$ cat config.mk
export PLATFORM = sky130hd
export DESIGN_NAME = taxi_eth_frame_gen_flat
export DESIGN_NICKNAME = d
export VERILOG_FILES = /design/src/rtl/taxi_eth_frame_gen_if.sv /design/src/rtl/taxi_eth_frame_gen.sv /design/src/flat_wrapper.sv
export SDC_FILE = /design/constraint.sdc
export NUM_CORES = 1
export LEC_CHECK = 0
export BUFFER_PORTS_ARGS = -buffer_cell sky130_fd_sc_hd__buf_4
export CAP_MARGIN = 20
export CORE_UTILIZATION = 50
export DETAILED_ROUTE_END_ITERATION = 12
export PLACE_DENSITY = 0.74
export SKIP_CTS_REPAIR_TIMING = 1
export SYNTH_ARGS = -nofsm -noshare
export SYNTH_HDL_FRONTEND = slang
export SYNTH_SLANG_ARGS = --single-unit
$ cat constraint.sdc
create_clock -name clk -period 4.14 [get_ports clk]
set_input_delay 0.828 -clock clk [delete_from_list [all_inputs] [get_ports clk]]
set_output_delay 0.828 -clock clk [all_outputs]
set_load 0.01 [all_outputs]
$ cat src/rtl/taxi_eth_frame_gen_if.sv
// AXI-stream style bundle shared by the frame generator output and the completion input.
// src drives a stream, snk consumes one.
interface taxi_axis_if #(
    parameter int DATA_W = 8,
    parameter int KEEP_W = 1,
    parameter int ID_W   = 8,
    parameter int USER_W = 1
);
    logic [DATA_W-1:0] tdata;
    logic [KEEP_W-1:0] tkeep;
    logic              tvalid;
    logic              tready;
    logic              tlast;
    logic [ID_W-1:0]   tid;
    logic [USER_W-1:0] tuser;

    modport src (output tdata, tkeep, tvalid, tlast, tid, tuser, input tready);
    modport snk (input tdata, tkeep, tvalid, tlast, tid, tuser, output tready);
endinterface

$ cat src/rtl/taxi_eth_frame_gen.sv
// Ethernet test-frame generator: dst/src/EtherType header, 32-bit sequence number and an
// incrementing payload, one byte per cycle, with inter-frame gaps and completion counting.
//
// state | meaning
// IDLE  | no run in progress; waiting for start
// HDR   | emitting header bytes 0..13
// PAY   | emitting sequence number and payload bytes
// GAP   | idle cycles between frames, tvalid low
module taxi_eth_frame_gen #(
    parameter int ID_W  = 8,
    parameter int CNT_W = 32
) (
    input  logic             clk,
    input  logic             rst_n,
    taxi_axis_if.src         m_axis_tx,
    taxi_axis_if.snk         s_axis_tx_cpl,
    input  logic [47:0]      cfg_dst_mac,
    input  logic [47:0]      cfg_src_mac,
    input  logic [15:0]      cfg_ethertype,
    input  logic [15:0]      cfg_payload_len,
    input  logic [CNT_W-1:0] cfg_frame_count,
    input  logic [15:0]      cfg_gap,
    input  logic             start,
    input  logic             stop,
    output logic             busy,
    output logic [CNT_W-1:0] tx_frames,
    output logic [CNT_W-1:0] cpl_frames
);

    typedef enum logic [1:0] {IDLE, HDR, PAY, GAP} state_t;

    state_t           state_q;
    logic [16:0]      idx_q;
    logic [16:0]      last_idx_q;
    logic [31:0]      seq_q;
    logic [CNT_W-1:0] tx_q;
    logic [CNT_W-1:0] cpl_q;
    logic [CNT_W-1:0] cnt_q;
    logic [15:0]      gap_q;
    logic [15:0]      gap_cnt_q;
    logic [47:0]      dst_q;
    logic [47:0]      src_q;
    logic [15:0]      et_q;
    logic             stop_pend_q;
    logic             busy_q;
    logic             tvalid_q;
    logic             tlast_q;
    logic [7:0]       tdata_q;
    logic [7:0]       tid_q;

    logic             xfer;
    logic [16:0]      nxt_idx;
    logic             nxt_last;
    logic [7:0]       nxt_byte;
    logic [143:0]     hdr_vec;
    logic [31:0]      seq_inc;
    logic             run_done;
    logic [15:0]      eff_len;

    always_comb begin
        xfer     = tvalid_q && m_axis_tx.tready;
        nxt_idx  = idx_q + 17'd1;
        nxt_last = (nxt_idx == last_idx_q);
        hdr_vec  = {dst_q, src_q, et_q, seq_q};
        nxt_byte = 8'd0;
        if (nxt_idx < 17'd18) begin
            nxt_byte = hdr_vec[8*(17 - int'(nxt_idx[4:0])) +: 8];
        end else begin
            // payload counts up from the low sequence byte, starting right after the seq field
            nxt_byte = seq_q[7:0] + nxt_idx[7:0] - 8'd18;
        end
        seq_inc  = seq_q + 32'd1;
        run_done = stop || stop_pend_q || ((cnt_q != '0) && ((tx_q + 1'b1) == cnt_q));
        eff_len  = (cfg_payload_len < 16'd4) ? 16'd4 : cfg_payload_len;
    end

    always_ff @(posedge clk or negedge rst_n) begin
        if (!rst_n) begin
            state_q     <= IDLE;
            idx_q       <= '0;
            last_idx_q  <= '0;
            seq_q       <= '0;
            tx_q        <= '0;
            cpl_q       <= '0;
            cnt_q       <= '0;
            gap_q       <= '0;
            gap_cnt_q   <= '0;
            dst_q       <= '0;
            src_q       <= '0;
            et_q        <= '0;
            stop_pend_q <= 1'b0;
            busy_q      <= 1'b0;
            tvalid_q    <= 1'b0;
            tlast_q     <= 1'b0;
            tdata_q     <= '0;
            tid_q       <= '0;
        end else begin
            // a start in IDLE clears first, so a coincident completion counts as the first one
            if (state_q == IDLE && start) begin
                cpl_q <= CNT_W'(s_axis_tx_cpl.tvalid);
            end else if (s_axis_tx_cpl.tvalid) begin
                cpl_q <= cpl_q + 1'b1;
            end

            case (state_q)
                IDLE: begin
                    if (start) begin
                        dst_q       <= cfg_dst_mac;
                        src_q       <= cfg_src_mac;
                        et_q        <= cfg_ethertype;
                        cnt_q       <= cfg_frame_count;
                        gap_q       <= cfg_gap;
                        last_idx_q  <= 17'(eff_len) + 17'd13;
                        tx_q        <= '0;
                        seq_q       <= '0;
                        stop_pend_q <= 1'b0;
                        busy_q      <= 1'b1;
                        state_q     <= HDR;
                        idx_q       <= '0;
                        tvalid_q    <= 1'b1;
                        tlast_q     <= 1'b0;
                        tdata_q     <= cfg_dst_mac[47:40];
                        tid_q       <= '0;
                    end
                end
                HDR, PAY: begin
                    if (stop) begin
                        stop_pend_q <= 1'b1;
                    end
                    if (xfer) begin
                        if (tlast_q) begin
                            tx_q  <= tx_q + 1'b1;
                            seq_q <= seq_inc;
                            if (run_done) begin
                                state_q     <= IDLE;
                                busy_q      <= 1'b0;
                                tvalid_q    <= 1'b0;
                                tlast_q     <= 1'b0;
                                stop_pend_q <= 1'b0;
                            end else if (gap_q == 16'd0) begin
                                // back-to-back frames: first byte is presented without a bubble
                                state_q  <= HDR;
                                idx_q    <= '0;
                                tlast_q  <= 1'b0;
                                tdata_q  <= dst_q[47:40];
                                tid_q    <= seq_inc[7:0];
                            end else begin
                                state_q   <= GAP;
                                gap_cnt_q <= gap_q - 16'd1;
                                tvalid_q  <= 1'b0;
                                tlast_q   <= 1'b0;
                            end
                        end else begin
                            idx_q   <= nxt_idx;
                            tdata_q <= nxt_byte;
                            tlast_q <= nxt_last;
                            if (nxt_idx == 17'd14) begin
                                state_q <= PAY;
                            end
                        end
                    end
                end
                GAP: begin
                    if (stop) begin
                        state_q <= IDLE;
                        busy_q  <= 1'b0;
                    end else if (gap_cnt_q == 16'd0) begin
                        state_q  <= HDR;
                        idx_q    <= '0;
                        tvalid_q <= 1'b1;
                        tlast_q  <= 1'b0;
                        tdata_q  <= dst_q[47:40];
                        tid_q    <= seq_q[7:0];
                    end else begin
                        gap_cnt_q <= gap_cnt_q - 16'd1;
                    end
                end
                default: begin
                    state_q <= IDLE;
                end
            endcase
        end
    end

    assign m_axis_tx.tvalid    = tvalid_q;
    assign m_axis_tx.tdata     = tdata_q;
    assign m_axis_tx.tlast     = tlast_q;
    assign m_axis_tx.tid       = ID_W'(tid_q);
    assign m_axis_tx.tkeep     = '1;
    assign m_axis_tx.tuser     = '0;
    assign s_axis_tx_cpl.tready = 1'b1;

    assign busy       = busy_q;
    assign tx_frames  = tx_q;
    assign cpl_frames = cpl_q;

endmodule

$ cat src/flat_wrapper.sv
// flat-port wrapper written by rule: the top's interface ports become plain ports
module taxi_eth_frame_gen_flat 
#(
    parameter int ID_W  = 8,
    parameter int CNT_W = 32
)
  (clk, rst_n, cfg_dst_mac, cfg_src_mac, cfg_ethertype, cfg_payload_len, cfg_frame_count, cfg_gap, start, stop, busy, tx_frames, cpl_frames, m_axis_tx_tdata, m_axis_tx_tkeep, m_axis_tx_tvalid, m_axis_tx_tlast, m_axis_tx_tid, m_axis_tx_tuser, m_axis_tx_tready, s_axis_tx_cpl_tdata, s_axis_tx_cpl_tkeep, s_axis_tx_cpl_tvalid, s_axis_tx_cpl_tlast, s_axis_tx_cpl_tid, s_axis_tx_cpl_tuser, s_axis_tx_cpl_tready);
  taxi_axis_if #(.DATA_W(8), .KEEP_W(1), .ID_W(ID_W)) m_axis_tx_i ();
  taxi_axis_if #(.DATA_W(8), .KEEP_W(1), .ID_W(ID_W)) s_axis_tx_cpl_i ();
  input  logic clk;
  input  logic rst_n;
  input  logic [47:0] cfg_dst_mac;
  input  logic [47:0] cfg_src_mac;
  input  logic [15:0] cfg_ethertype;
  input  logic [15:0] cfg_payload_len;
  input  logic [CNT_W-1:0] cfg_frame_count;
  input  logic [15:0] cfg_gap;
  input  logic start;
  input  logic stop;
  output logic busy;
  output logic [CNT_W-1:0] tx_frames;
  output logic [CNT_W-1:0] cpl_frames;
  output wire logic [$bits(m_axis_tx_i.tdata)-1:0] m_axis_tx_tdata;
  output wire logic [$bits(m_axis_tx_i.tkeep)-1:0] m_axis_tx_tkeep;
  output wire logic [$bits(m_axis_tx_i.tvalid)-1:0] m_axis_tx_tvalid;
  output wire logic [$bits(m_axis_tx_i.tlast)-1:0] m_axis_tx_tlast;
  output wire logic [$bits(m_axis_tx_i.tid)-1:0] m_axis_tx_tid;
  output wire logic [$bits(m_axis_tx_i.tuser)-1:0] m_axis_tx_tuser;
  input wire logic [$bits(m_axis_tx_i.tready)-1:0] m_axis_tx_tready;
  input wire logic [$bits(s_axis_tx_cpl_i.tdata)-1:0] s_axis_tx_cpl_tdata;
  input wire logic [$bits(s_axis_tx_cpl_i.tkeep)-1:0] s_axis_tx_cpl_tkeep;
  input wire logic [$bits(s_axis_tx_cpl_i.tvalid)-1:0] s_axis_tx_cpl_tvalid;
  input wire logic [$bits(s_axis_tx_cpl_i.tlast)-1:0] s_axis_tx_cpl_tlast;
  input wire logic [$bits(s_axis_tx_cpl_i.tid)-1:0] s_axis_tx_cpl_tid;
  input wire logic [$bits(s_axis_tx_cpl_i.tuser)-1:0] s_axis_tx_cpl_tuser;
  output wire logic [$bits(s_axis_tx_cpl_i.tready)-1:0] s_axis_tx_cpl_tready;
  assign m_axis_tx_tdata = m_axis_tx_i.tdata;
  assign m_axis_tx_tkeep = m_axis_tx_i.tkeep;
  assign m_axis_tx_tvalid = m_axis_tx_i.tvalid;
  assign m_axis_tx_tlast = m_axis_tx_i.tlast;
  assign m_axis_tx_tid = m_axis_tx_i.tid;
  assign m_axis_tx_tuser = m_axis_tx_i.tuser;
  assign m_axis_tx_i.tready = m_axis_tx_tready;
  assign s_axis_tx_cpl_i.tdata = s_axis_tx_cpl_tdata;
  assign s_axis_tx_cpl_i.tkeep = s_axis_tx_cpl_tkeep;
  assign s_axis_tx_cpl_i.tvalid = s_axis_tx_cpl_tvalid;
  assign s_axis_tx_cpl_i.tlast = s_axis_tx_cpl_tlast;
  assign s_axis_tx_cpl_i.tid = s_axis_tx_cpl_tid;
  assign s_axis_tx_cpl_i.tuser = s_axis_tx_cpl_tuser;
  assign s_axis_tx_cpl_tready = s_axis_tx_cpl_i.tready;
  taxi_eth_frame_gen #(.ID_W(ID_W), .CNT_W(CNT_W)) u_core (.clk(clk), .rst_n(rst_n), .m_axis_tx(m_axis_tx_i), .s_axis_tx_cpl(s_axis_tx_cpl_i), .cfg_dst_mac(cfg_dst_mac), .cfg_src_mac(cfg_src_mac), .cfg_ethertype(cfg_ethertype), .cfg_payload_len(cfg_payload_len), .cfg_frame_count(cfg_frame_count), .cfg_gap(cfg_gap), .start(start), .stop(stop), .busy(busy), .tx_frames(tx_frames), .cpl_frames(cpl_frames));
endmodule
==> flow_metrics.py <==
metrics = {
    "route": {
        "routed_wl_mm": 53.3,
        "routed.top_layer": "met4",
        "via_per_inst": 5.80,
        "wirelength_met1_mm": 23.1,
        "drtPass1Iterations": 5,
        "drc_errors": 0,
        "route.met3.wl_mm": 3.63,
        "ant_nets": 0,
        "vias": 16600,
        "wl_met2_mm": 25.4,
        "initialDrtViolationCount": 1420,
        "wl_per_cell_um": 18.6,
    },
    "setup_path": {
        "critPathArrivalTime_ns": 4.17,
        "crit_buf_inv": 0,
        "cp_slowest_cell": "or4_1",
        "cp-start-kind": "flip-flop",
        "crit-reg2reg-launch": "u_core.tx_frames[0]",
        "critical_path_required_ns": 4.55,
        "crit_family": "simple AND/OR/NAND/NOR gates",
        "crit_path_cell_trace": "ha_1 > and4_1 > nand3_1 > or4_1 > a31o_2 > o21ai_0 > and4_4 > a21oi_1 > nor4b_2 > mux2_1",
        "crit_path_max_fanout": 8,
        "crit_start": "u_core.tx_frames[0]",
        "cp-end-kind": "flip-flop",
        "worstSetupPathType": "flip-flop to flip-flop",
        "critPathMaxStageDelay_ns": 0.52,
    },
    "global_routing": {
        "overflow": 0,
        "grt_pass1_wl_mm": 86.2,
        "grt_pass1_vias": 16400,
        "antenna_found_initial": 0,
        "grt_usage_pct": 27.9,
        "grt_max_degree": 121,
    },
    "logic_synthesis": {
        "ys_async_sr_fraction_pct": 100,
        "ys.flop_type": "dfrtp_1",
        "yosysUniqueCellTypes": 90,
        "synth_edf_count": 0,
        "synth-seq-cells": 328,
        "ys_seq_area_share_pct": 43.7,
        "avgSynthCellArea_um2": 8.73,
        "yosysWarnings": 0,
        "synth.cell_area_um2": 18800,
        "yosysMostFrequentCell": "nand2_1",
        "synthesis.instances": 2150,
        "yosys.area.top_type": "dfrtp_1",
        "synth_top_area_share_pct": 43.7,
        "ys_top_cells_by_area": "dfrtp_1, nand2_1, mux4_2",
        "ys_top_cells_by_count": "nand2_1, dfrtp_1, nor2_1, o21ai_0, a21oi_1",
    },
    "pwr": {
        "leakage_nw": 10.5,
        "irDropWorstVdd_mv": 0.437,
        "powerDensity_nw_per_um2": 644,
    },
    "layout": {
        "syn_to_final_growth_pct": 19.5,
        "layout-drive-gt1-share_pct": 18.6,
        "diodes": 0,
        "fin_area_um2": 22400,
        "stdcell_count": 2865,
        "final_nets": 2593,
    },
    "clock_tree": {
        "clock_path_buffers": 3,
        "clkLatencyLatePin_ns": 0.55,
        "clock_sinks": 328,
        "cts_tree": "built",
        "cts_made_buffers": 38,
        "clkSlewWorstSetupHoldPaths_ns": 0.06,
        "cts-root-buf": "clkbuf_16",
        "cts_htree_levels": 2,
    },
    "placement": {
        "io_buffers": 264,
        "hpwl_mm": 37.4,
        "place_congestion": 0.921,
        "place_area_um2": 21200,
        "pre_cts_ws_ns": 0.472,
        "dp_cells": 2795,
    },
    "timing": {
        "setup_viol": 0,
        "finClkSkew_ns": 0.0218,
        "fin_crit_sh_pct": 90.8,
        "finalHoldViolations": 0,
        "max-slew-margin-rel_pct": 30.2,
        "post-route-min-period_ns": 3.76,
        "final_max_slew_viol_count": 0,
        "setup_tns_ns": 0,
        "fmax_mhz": 266,
        "worstMarginPinSlew_ns": 1.05,
        "setup_ws_ns": 0.383,
        "rsz0062_at_grt": "false",
    },
    "floorplanning": {
        "dieWidth_um": 196,
        "start_util_pct": 51.0,
        "die_y_um": 196,
        "core_area_um2": 36800,
        "io_pins": 287,
        "dieArea_um2": 38300,
        "rows": 70,
    },
    "status": {
        "status": "finished clean",
    },
    "hold_path": {
        "hold_path.class": "input pin to asynchronous set/reset pin",
    },
    "job": {
        "maxCapViolCount": 0,
    },
}
placed cells by master (no fill, tap or decap), drive strengths merged, types with 40 or more instances in the layout:
| cell | netlist | final |
|---|---|---|
| o21ai | 116 | 116 |
| mux4 | 40 | 40 |
| nand3 | 75 | 75 |
| a21oi | 79 | 79 |
| inv | 45 | 47 |
| buf | 47 | 302 |
| nor2 | 131 | 131 |
| xor2 | 73 | 73 |
| dfrtp | 328 | 328 |
| xnor2 | 64 | 64 |
| clkbuf | 79 | 47 |
| nand2 | 630 | 630 |
flip-flops by register name, summed over array words and instances (netlist names), 2 cells and up:
register                cells
u_core.cnt_q               32
u_core.cpl_frames          32
u_core.idx_q               17
u_core.gap_q               16
u_core.dst_q               48
u_core.state_q              2
u_core.src_q               48
u_core.et_q                16
u_core.gap_cnt_q           16
u_core.tx_frames           32
u_core.m_axis_tx.tdata      8
u_core.seq_q               32
u_core.last_idx_q          17
u_core.m_axis_tx.tid        8
stage by stage:
step,hold WS (ns),power (W),utilization [%]
2_1_floorplan,0.440,0.00910,-
3_3_place_gp,0.453,0.0108,57.5
3_5_place_dp,0.456,0.0110,57.5
4_1_cts,0.348,0.0145,61.0
5_1_grt,0.370,0.0154,61.0
6_report,0.291,0.0144,61.0
final cells by class:
class | count | area (um^2)
Fill cell | 3180 | 14400
Clock buffer | 47 | 1050
Tap cell | 468 | 586
Inverter | 45 | 169
Multi-Input combinational cell | 1652 | 9870
Clock inverter | 23 | 220
Timing Repair Buffer | 302 | 2320
Sequential cell | 328 | 8210
cells by family (layout without fill, tap and decap cells):
logic type,after synthesis,in the layout,synth area share [%]
simple gates,1089,1089,26.4
compound gates,328,328,11.0
flops,328,328,43.7
buf+inv,171,417,3.85
xor+xnor,137,137,6.43
mux,70,70,6.79
fa+ha+maj,25,25,1.71
other cells,2,3,0.0400
power by group:
part / internal, W / total (W) / switching, W
clock network: 0.00201 / 0.00342 / 0.00141
logic: 0.00248 / 0.00594 / 0.00347
registers: 0.00420 / 0.00508 / 0.000874
per-layer routing:
layer | global-route usage [%] | vias up
met5 | 0 | -
met4 | 7.41 | 0
met3 | 4.61 | 100
met2 | 45.4 | 588
met1 | 38.7 | 8060
li1 | - | 7873
worst paths after layout:
path	to	slack [ns]	cells after the start
min in group clk	u_core.et_q[11]	0.47	3
worst max-delay path	u_core.busy	0.38	10
worst max register to register	u_core.busy	0.38	10
worst min-delay path	u_core.tx_frames[3]	0.29	1
max in group asynchronous	u_core.dst_q[42]	2.87	2
worst min register to register	u_core.src_q[26]	0.47	2
No activity file was read; power rests on OpenSTA's default activity.
